$ cat src/rtl/spi_frame_sequencer_pkg.sv
// Shared types and constants for the SPI frame sequencer.
package spi_seq_pkg;

    localparam int         SEQ_ADDR_W = 16;
    localparam int         SEQ_DEPTH  = 16384;
    localparam logic [7:0] CMD_WRITE  = 8'h01;
    localparam logic [7:0] CMD_START  = 8'h02;
    localparam int         HDR_LEN    = 3;

    typedef enum logic [3:0] {
        IDLE,
        LEN_H,
        LEN_L,
        PAYLOAD,
        CHK,
        KICK,
        WAIT,
        DONE,
        ERR
    } seq_state_t;

    // States that belong to an incomplete frame and are cancelled when chip-select drops.
    function automatic logic is_abortable(seq_state_t s);
        return (s == LEN_H) || (s == LEN_L) || (s == PAYLOAD) || (s == CHK);
    endfunction

    function automatic logic is_busy(seq_state_t s);
        return (s != IDLE) && (s != ERR);
    endfunction

endpackage

$ cat src/rtl/spi_frame_sequencer_if.sv
// Byte-stream, buffer-write and dither-core signals of the frame sequencer.
interface spi_frame_sequencer_if
    import spi_seq_pkg::*;
#(
    parameter int ADDR_W = SEQ_ADDR_W
) ();

    logic              byte_valid;
    logic [7:0]        byte_data;
    logic              cs_active;
    logic              mem_we;
    logic [ADDR_W-1:0] mem_addr;
    logic [7:0]        mem_wdata;
    logic              acc_start;
    logic              acc_busy;
    logic              acc_done;
    logic              seq_busy;
    logic              err_flag;
    logic [7:0]        frames_ok;

    modport master (
        input  byte_valid, byte_data, cs_active, acc_busy, acc_done,
        output mem_we, mem_addr, mem_wdata, acc_start, seq_busy, err_flag, frames_ok
    );

    modport slave (
        output byte_valid, byte_data, cs_active, acc_busy, acc_done,
        input  mem_we, mem_addr, mem_wdata, acc_start, seq_busy, err_flag, frames_ok
    );

endinterface

$ cat src/rtl/spi_frame_sequencer.sv
// Parses SPI command frames into buffer writes and dither-core launches.
// Optional trailing payload checksum: SPI_FRAME_SEQ_CHECKSUM_EN.
// state | meaning: IDLE wait opcode | LEN_H/LEN_L length bytes | PAYLOAD buffer writes
//       | CHK checksum byte | KICK start pulse | WAIT core running | DONE count frame | ERR flag error
module spi_frame_sequencer
    import spi_seq_pkg::*;
#(
    parameter int ADDR_W = SEQ_ADDR_W,
    parameter int DEPTH  = SEQ_DEPTH
) (
    input  logic                  clk,
    input  logic                  rst,
    spi_frame_sequencer_if.master bus
);

    seq_state_t        state_q, state_d;
    logic [15:0]       len_q, len_d;
    logic [ADDR_W-1:0] addr_q, addr_d;
    logic              is_start_q, is_start_d;
    logic              err_q, err_d;
    logic [7:0]        frames_q, frames_d;
    logic              mem_we_q, mem_we_d;
    logic [ADDR_W-1:0] mem_addr_q, mem_addr_d;
    logic [7:0]        mem_wdata_q, mem_wdata_d;
    logic              acc_start_q;
    logic              seq_busy_q;
    logic              cs_prev_q;
    logic [15:0]       len_new;
    logic              cs_fall;
    logic              last_byte;
`ifdef SPI_FRAME_SEQ_CHECKSUM_EN
    logic [7:0]        sum_q, sum_d;
`endif

    assign len_new   = {len_q[15:8], bus.byte_data};
    assign cs_fall   = cs_prev_q & ~bus.cs_active;
    assign last_byte = (addr_q == ADDR_W'(len_q - 16'd1));

    always_comb begin
        state_d     = state_q;
        len_d       = len_q;
        addr_d      = addr_q;
        is_start_d  = is_start_q;
        err_d       = err_q;
        frames_d    = frames_q;
        mem_we_d    = 1'b0;
        mem_addr_d  = mem_addr_q;
        mem_wdata_d = mem_wdata_q;
`ifdef SPI_FRAME_SEQ_CHECKSUM_EN
        sum_d       = sum_q;
`endif

        case (state_q)
            IDLE: begin
                if (bus.byte_valid) begin
                    if ((bus.byte_data == CMD_WRITE) || (bus.byte_data == CMD_START)) begin
                        state_d    = LEN_H;
                        is_start_d = (bus.byte_data == CMD_START);
                        err_d      = 1'b0;
                    end else begin
                        state_d = ERR;
                    end
                end
            end
            LEN_H: begin
                if (bus.byte_valid) begin
                    len_d   = {bus.byte_data, len_q[7:0]};
                    state_d = LEN_L;
                end
            end
            LEN_L: begin
                if (bus.byte_valid) begin
                    len_d  = len_new;
                    addr_d = '0;
`ifdef SPI_FRAME_SEQ_CHECKSUM_EN
                    sum_d  = 8'h00;
`endif
                    if (is_start_q) begin
                        state_d = (len_new != 16'd0) ? ERR : KICK;
                    end else if (len_new == 16'd0) begin
`ifdef SPI_FRAME_SEQ_CHECKSUM_EN
                        state_d = CHK;
`else
                        state_d = DONE;
`endif
                    end else if (int'(len_new) > DEPTH) begin
                        state_d = ERR;
                    end else begin
                        state_d = PAYLOAD;
                    end
                end
            end
            PAYLOAD: begin
                if (bus.byte_valid) begin
                    mem_we_d    = 1'b1;
                    mem_addr_d  = addr_q;
                    mem_wdata_d = bus.byte_data;
                    addr_d      = addr_q + ADDR_W'(1);
`ifdef SPI_FRAME_SEQ_CHECKSUM_EN
                    sum_d       = sum_q + bus.byte_data;
                    if (last_byte) state_d = CHK;
`else
                    if (last_byte) state_d = DONE;
`endif
                end
            end
`ifdef SPI_FRAME_SEQ_CHECKSUM_EN
            CHK: begin
                if (bus.byte_valid) begin
                    state_d = (bus.byte_data == sum_q) ? DONE : ERR;
                end
            end
`endif
            KICK: begin
                state_d = WAIT;
                if (bus.byte_valid) err_d = 1'b1;
            end
            WAIT: begin
                if (bus.acc_done) state_d = DONE;
                if (bus.byte_valid) err_d = 1'b1;
            end
            DONE: begin
                frames_d = frames_q + 8'd1;
                state_d  = IDLE;
            end
            ERR: begin
                state_d = IDLE;
                if (bus.byte_valid) err_d = 1'b1;
            end
            default: state_d = IDLE;
        endcase

        // The byte of this cycle is already accounted for; a frame it completes is not aborted.
        if (cs_fall && is_abortable(state_q) && is_abortable(state_d)) begin
            state_d = ERR;
        end
        if (state_d == ERR) begin
            err_d = 1'b1;
        end
    end

    always_ff @(posedge clk) begin
        if (!rst) begin
            state_q     <= IDLE;
            len_q       <= '0;
            addr_q      <= '0;
            is_start_q  <= 1'b0;
            err_q       <= 1'b0;
            frames_q    <= '0;
            mem_we_q    <= 1'b0;
            mem_addr_q  <= '0;
            mem_wdata_q <= '0;
            acc_start_q <= 1'b0;
            seq_busy_q  <= 1'b0;
            cs_prev_q   <= 1'b0;
`ifdef SPI_FRAME_SEQ_CHECKSUM_EN
            sum_q       <= '0;
`endif
        end else begin
            state_q     <= state_d;
            len_q       <= len_d;
            addr_q      <= addr_d;
            is_start_q  <= is_start_d;
            err_q       <= err_d;
            frames_q    <= frames_d;
            mem_we_q    <= mem_we_d;
            mem_addr_q  <= mem_addr_d;
            mem_wdata_q <= mem_wdata_d;
            acc_start_q <= (state_d == KICK);
            seq_busy_q  <= is_busy(state_d) | bus.acc_busy;
            cs_prev_q   <= bus.cs_active;
`ifdef SPI_FRAME_SEQ_CHECKSUM_EN
            sum_q       <= sum_d;
`endif
        end
    end

    assign bus.mem_we    = mem_we_q;
    assign bus.mem_addr  = mem_addr_q;
    assign bus.mem_wdata = mem_wdata_q;
    assign bus.acc_start = acc_start_q;
    assign bus.seq_busy  = seq_busy_q;
    assign bus.err_flag  = err_q;
    assign bus.frames_ok = frames_q;

endmodule
$ cat src/flat_wrapper.sv
// flat-port wrapper written by rule: the top's interface ports become plain ports
module spi_frame_sequencer_flat import spi_seq_pkg::*;
#(
    parameter int ADDR_W = SEQ_ADDR_W,
    parameter int DEPTH  = SEQ_DEPTH
)
  (clk, rst, bus_byte_valid, bus_byte_data, bus_cs_active, bus_acc_busy, bus_acc_done, bus_mem_we, bus_mem_addr, bus_mem_wdata, bus_acc_start, bus_seq_busy, bus_err_flag, bus_frames_ok);
  spi_frame_sequencer_if #(.ADDR_W(ADDR_W)) bus_i ();
  input  logic clk;
  input  logic rst;
  input wire logic [$bits(bus_i.byte_valid)-1:0] bus_byte_valid;
  input wire logic [$bits(bus_i.byte_data)-1:0] bus_byte_data;
  input wire logic [$bits(bus_i.cs_active)-1:0] bus_cs_active;
  input wire logic [$bits(bus_i.acc_busy)-1:0] bus_acc_busy;
  input wire logic [$bits(bus_i.acc_done)-1:0] bus_acc_done;
  output wire logic [$bits(bus_i.mem_we)-1:0] bus_mem_we;
  output wire logic [$bits(bus_i.mem_addr)-1:0] bus_mem_addr;
  output wire logic [$bits(bus_i.mem_wdata)-1:0] bus_mem_wdata;
  output wire logic [$bits(bus_i.acc_start)-1:0] bus_acc_start;
  output wire logic [$bits(bus_i.seq_busy)-1:0] bus_seq_busy;
  output wire logic [$bits(bus_i.err_flag)-1:0] bus_err_flag;
  output wire logic [$bits(bus_i.frames_ok)-1:0] bus_frames_ok;
  assign bus_i.byte_valid = bus_byte_valid;
  assign bus_i.byte_data = bus_byte_data;
  assign bus_i.cs_active = bus_cs_active;
  assign bus_i.acc_busy = bus_acc_busy;
  assign bus_i.acc_done = bus_acc_done;
  assign bus_mem_we = bus_i.mem_we;
  assign bus_mem_addr = bus_i.mem_addr;
  assign bus_mem_wdata = bus_i.mem_wdata;
  assign bus_acc_start = bus_i.acc_start;
  assign bus_seq_busy = bus_i.seq_busy;
  assign bus_err_flag = bus_i.err_flag;
  assign bus_frames_ok = bus_i.frames_ok;
  spi_frame_sequencer #(.ADDR_W(ADDR_W), .DEPTH(DEPTH)) u_core (.clk(clk), .rst(rst), .bus(bus_i));
endmodule
$ cat config.mk
export PLATFORM = sky130hd
export DESIGN_NAME = spi_frame_sequencer_flat
export DESIGN_NICKNAME = d
export VERILOG_FILES = /design/src/rtl/spi_frame_sequencer_pkg.sv /design/src/rtl/spi_frame_sequencer_if.sv /design/src/rtl/spi_frame_sequencer.sv /design/src/flat_wrapper.sv
export SDC_FILE = /design/constraint.sdc
export NUM_CORES = 1
export LEC_CHECK = 0
export BUFFER_PORTS_ARGS = -buffer_cell sky130_fd_sc_hd__clkbuf_2
export CAP_MARGIN = 20
export CORE_MARGIN = 1.5
export CORE_UTILIZATION = 25
export CTS_CLUSTER_DIAMETER = 40
export DETAILED_ROUTE_END_ITERATION = 7
export MAX_ROUTING_LAYER = met4
export PLACE_DENSITY_LB_ADDON = 0.25
export SLEW_MARGIN = 20
export SYNTH_ARGS = -nofsm -noshare
export SYNTH_HDL_FRONTEND = slang
export SYNTH_SLANG_ARGS = --single-unit
$ cat constraint.sdc
create_clock -name clk -period 2.4 [get_ports clk]
set_input_delay 0.12 -clock clk [delete_from_list [all_inputs] [get_ports clk]]
set_output_delay 0.12 -clock clk [all_outputs]
set_load 0.03 [all_outputs]
==> out/summary.txt <==
================================================================================
Internal Pwr Total                                                     0.00220 W
Clk slew on worst S/H paths                                              0.06 ns
Vias in the first global route                                             3,243
Via-to-Cell Ratio                                                           4.78
Power, Total                                                           0.00277 W
P&R area growth vs syn                                                     26.2%
Core box area                                                         14,500 um2
Root buffer selected by CTS                                         sky130_fd_sc_hd__clkbuf_16
Detail-routed net length per standard cell                               14.1 um
Power per Cell Area                                                   597 nW/um2
Worst Path Arrival                                                       2.61 ns
Max frequency                                                          0.421 GHz
Clock Sinks                                                                   74
Final weighted congestion in routability-driven placement                  0.891
Number of buffers inserted during clock tree synthesis                         9
CP Data Required Time                                                    2.63 ns
Routed wire length                                                       10.0 mm
I/O pin total                                                                 50
CP startpoint kind                                                      register
Cells traversed along the worst timing path                         or4_4 > or4_4 > xnor2_2 > nand4_1 > or3_4 > a41o_1
Proportion of power drawn by the clock network                             52.4%
Cell at the slowest stage of the critical path                      sky130_fd_sc_hd__or4_4
Average instance area after synthesis                                   7.87 um2
Kind of capture point of the worst setup path                           register
Final core area utilization                                                32.1%
Remaining Overflow, GRT                                                        0
Gr usage total                                                             13.8%
Finish-stage setup viols                                                       0
Total leakage power                                                      1.77 nW
Final net count                                                              543
CP peak stage delay                                                      0.54 ns
Number of setup buffers added after CTS                                        0
Global-route wire length before repair                                   16.8 mm
DRC marker count from the first detailed-route iteration                     173
Clock tree from TritonCTS                                                    yes
Switching power summed over all nets                                  0.000578 W
ANT cells                                                                      0
Clk_skew                                                              0.00489 ns
Final critical path time including I/O delays and setup                  2.37 ns
Most used flip-flop cell after synthesis                            sky130_fd_sc_hd__dfxtp_1
Synth warn                                                                     0
Total count of hold-check failures in the final report                         0
Pin count of the biggest net entering global routing                          33
Number of register bits inferred by synthesis                                 74
Worst min-delay path class                                          primary input to register
Count of vias placed by the detailed router                                3,418
Worst skew pair latency                                                  0.34 ns
Share of synthesized area occupied by flip-flops and latches               40.2%
Net switching share of the total power                                     20.8%
Post-synth top area share                                                  40.2%
Worst Max-Slew Pin Slew                                                 0.471 ns
Length of the first detailed-routing pass in iterations                        4
Synth async-reset ratio                                                       0%
Buffers on Ports                                                              49
Cell area after synthesis                                               3680 um2
Cell family contributing the most delay on the critical path        simple AND/OR/NAND/NOR gates
Maximum fanout encountered on the critical timing path                         7
Number of nets still failing antenna checks after routing                      0
Maximum count of clock buffers along a single path                             2
Initial core utilization                                                   25.4%
Total nets after synthesis                                                   485
RSZ-0062 raised after global routing                                         yes
Final Max Tran Viols                                                           0
Max-Cap Viols                                                                  0
Slew HR                                                                    68.5%
Logic pwr share                                                             3.0%
Remaining routing DRC violations                                               0
IR drop worst, VDD                                                        421 uV
HPWL reported at the end of detailed placement                           7.42 mm
Crit path top cell by count                                         sky130_fd_sc_hd__or4_4
Share of post-route cells with drive strength above 1                      21.5%
Most frequently used cell type in the post-synthesis netlist        sky130_fd_sc_hd__nand2_1
Result of the run                                                   complete, no violations
Final worst path period share                                              98.9%
Category of the critical setup timing path                          register to register
Level count of the clock H-tree                                                3
Die height                                                                124 um
Number of enable flip-flop cells after synthesis                               0
Buf+Inv Stages, Crit Path                                                      0
Seq pwr share                                                              44.6%
Post-synth cell types                                                         57
Die Wd                                                                    124 um
Num rows                                                                      44
Post-synthesis cell count                                                    468
Number of antenna violations at the first check in global routing              0
Cell types with the largest area share after synthesis              sky130_fd_sc_hd__dfxtp_1 40%, sky130_fd_sc_hd__nand2_1 9.8%, sky130_fd_sc_hd__a21oi_1 6.9%, sky130_fd_sc_hd__xor2_1 4.8%, sky130_fd_sc_hd__xnor2_1 4.5%
Yosys top cell by area                                              sky130_fd_sc_hd__dfxtp_1
Die Footprint                                                         15,500 um2
Most frequent cells after synthesis                                 96 x sky130_fd_sc_hd__nand2_1, 74 x sky130_fd_sc_hd__dfxtp_1, 51 x sky130_fd_sc_hd__a21oi_1
================================================================================
-- cell usage in the layout (no fill, tap or decap), types with 15 or more instances in the layout --
cell	n
sky130_fd_sc_hd__xor2_1	20
sky130_fd_sc_hd__dfxtp_1	73
sky130_fd_sc_hd__xnor2_1	19
sky130_fd_sc_hd__nand3_1	17
sky130_fd_sc_hd__nor2_1	32
sky130_fd_sc_hd__buf_4	24
sky130_fd_sc_hd__clkbuf_2	49
sky130_fd_sc_hd__nand2_1	96
sky130_fd_sc_hd__nand4_1	15
sky130_fd_sc_hd__a21oi_1	51
-- path summary, 6_finish.rpt --
path	start	end	slack, ns	cells past startpoint
hold reg to reg	u_core.bus.mem_addr[5]$_SDFFE_PN0P_	u_core.bus.mem_addr[5]$_SDFFE_PN0P_	0.45	2
setup reg to reg	u_core.len_q[8]$_SDFFE_PN0P_	u_core.state_q[3]$_SDFF_PN0_	0.03	6
hold / removal	bus_byte_data[4]	u_core.bus.mem_wdata[4]$_SDFFE_PN0P_	0.05	3
setup / recovery	u_core.len_q[8]$_SDFFE_PN0P_	u_core.state_q[3]$_SDFF_PN0_	0.03	6
-- cell type report --
| type | instances | area [um2] |
|---|---|---|
| Clock buffer | 11 | 243 |
| Clock inverter | 5 | 77.6 |
| Fill cell | 1554 | 9830 |
| Inverter | 7 | 26.3 |
| Multi-Input combinational cell | 359 | 2130 |
| Sequential cell | 74 | 1480 |
| Tap cell | 184 | 230 |
| Timing Repair Buffer | 75 | 455 |
-- worst register-to-register path: stages (launching register included) --
cell and delay (ns):
sky130_fd_sc_hd__dfxtp_1 0.31, sky130_fd_sc_hd__or4_4 0.54, sky130_fd_sc_hd__or4_4 0.50, sky130_fd_sc_hd__xnor2_2 0.14
sky130_fd_sc_hd__nand4_1 0.09, sky130_fd_sc_hd__or3_4 0.45, sky130_fd_sc_hd__a41o_1 0.24
-- registers in the layout, summed over array words and instances, names as in the netlist, 4 cells and up --
name and flops:
u_core.bus.mem_addr 16, u_core.addr_q 16, u_core.bus.mem_wdata 8, u_core.bus.frames_ok 8, u_core.state_q 4, u_core.len_q 16
-- what timing repair did --
action / CTS / global route
gates resized for setup: 2 / 12
pin swaps: 0 / 5
hold buffers: 1 / 0
endpoints found under the setup margin: 6 / 7
hold endpoints to repair: 1 / 0
-- power groups by stage --
stage | registers [W] | logic (W) | clock network [W]
final | 0.00124 | 0.0000843 | 0.00145
after global routing | 0.00124 | 0.0000942 | 0.00154
after CTS | 0.00124 | 0.0000856 | 0.00149
after detailed placement | 0.00126 | 0.0000839 | 0
after global placement | 0.00126 | 0.0000828 | 0
after floorplan | 0.00127 | 0.0000392 | 0
-- stage by stage --
step	std cells	TNS, ns	hold slack (ns)	cell area, um2	worst slack, ns
floorplan	468	0	0.242	3700	0.0112
global placement	698	-0.0783	0.338	4250	-0.0392
detailed placement	698	-0.223	0.343	4250	-0.0818
CTS	715	0	0.0370	4590	0.0187
global route	715	-0.276	0.0467	4650	-0.0739
finish	715	0	0.0452	4650	0.0272
-- layer usage --
metal | vias to the layer above | GRT usage [%] | wire length [um]
met2 | 88 | 20.1 | 4300
met5 | - | - | 0
met4 | 0 | 4.67 | 154
met1 | 1575 | 18.8 | 4990
met3 | 12 | 3.05 | 609
li1 | 1743 | - | -
-- kinds of logic (layout without fill, tap and decap cells) --
family	count (synthesis)	in the layout	synth area share, %
compound gates	89	89	15.0
xor+xnor	40	40	9.72
fa+ha+maj	3	3	1.02
buf+inv	35	98	3.84
flops	74	74	40.2
mux	3	3	0.849
simple gates	224	224	29.4
Note: power is estimated with default switching activity, not from simulation.
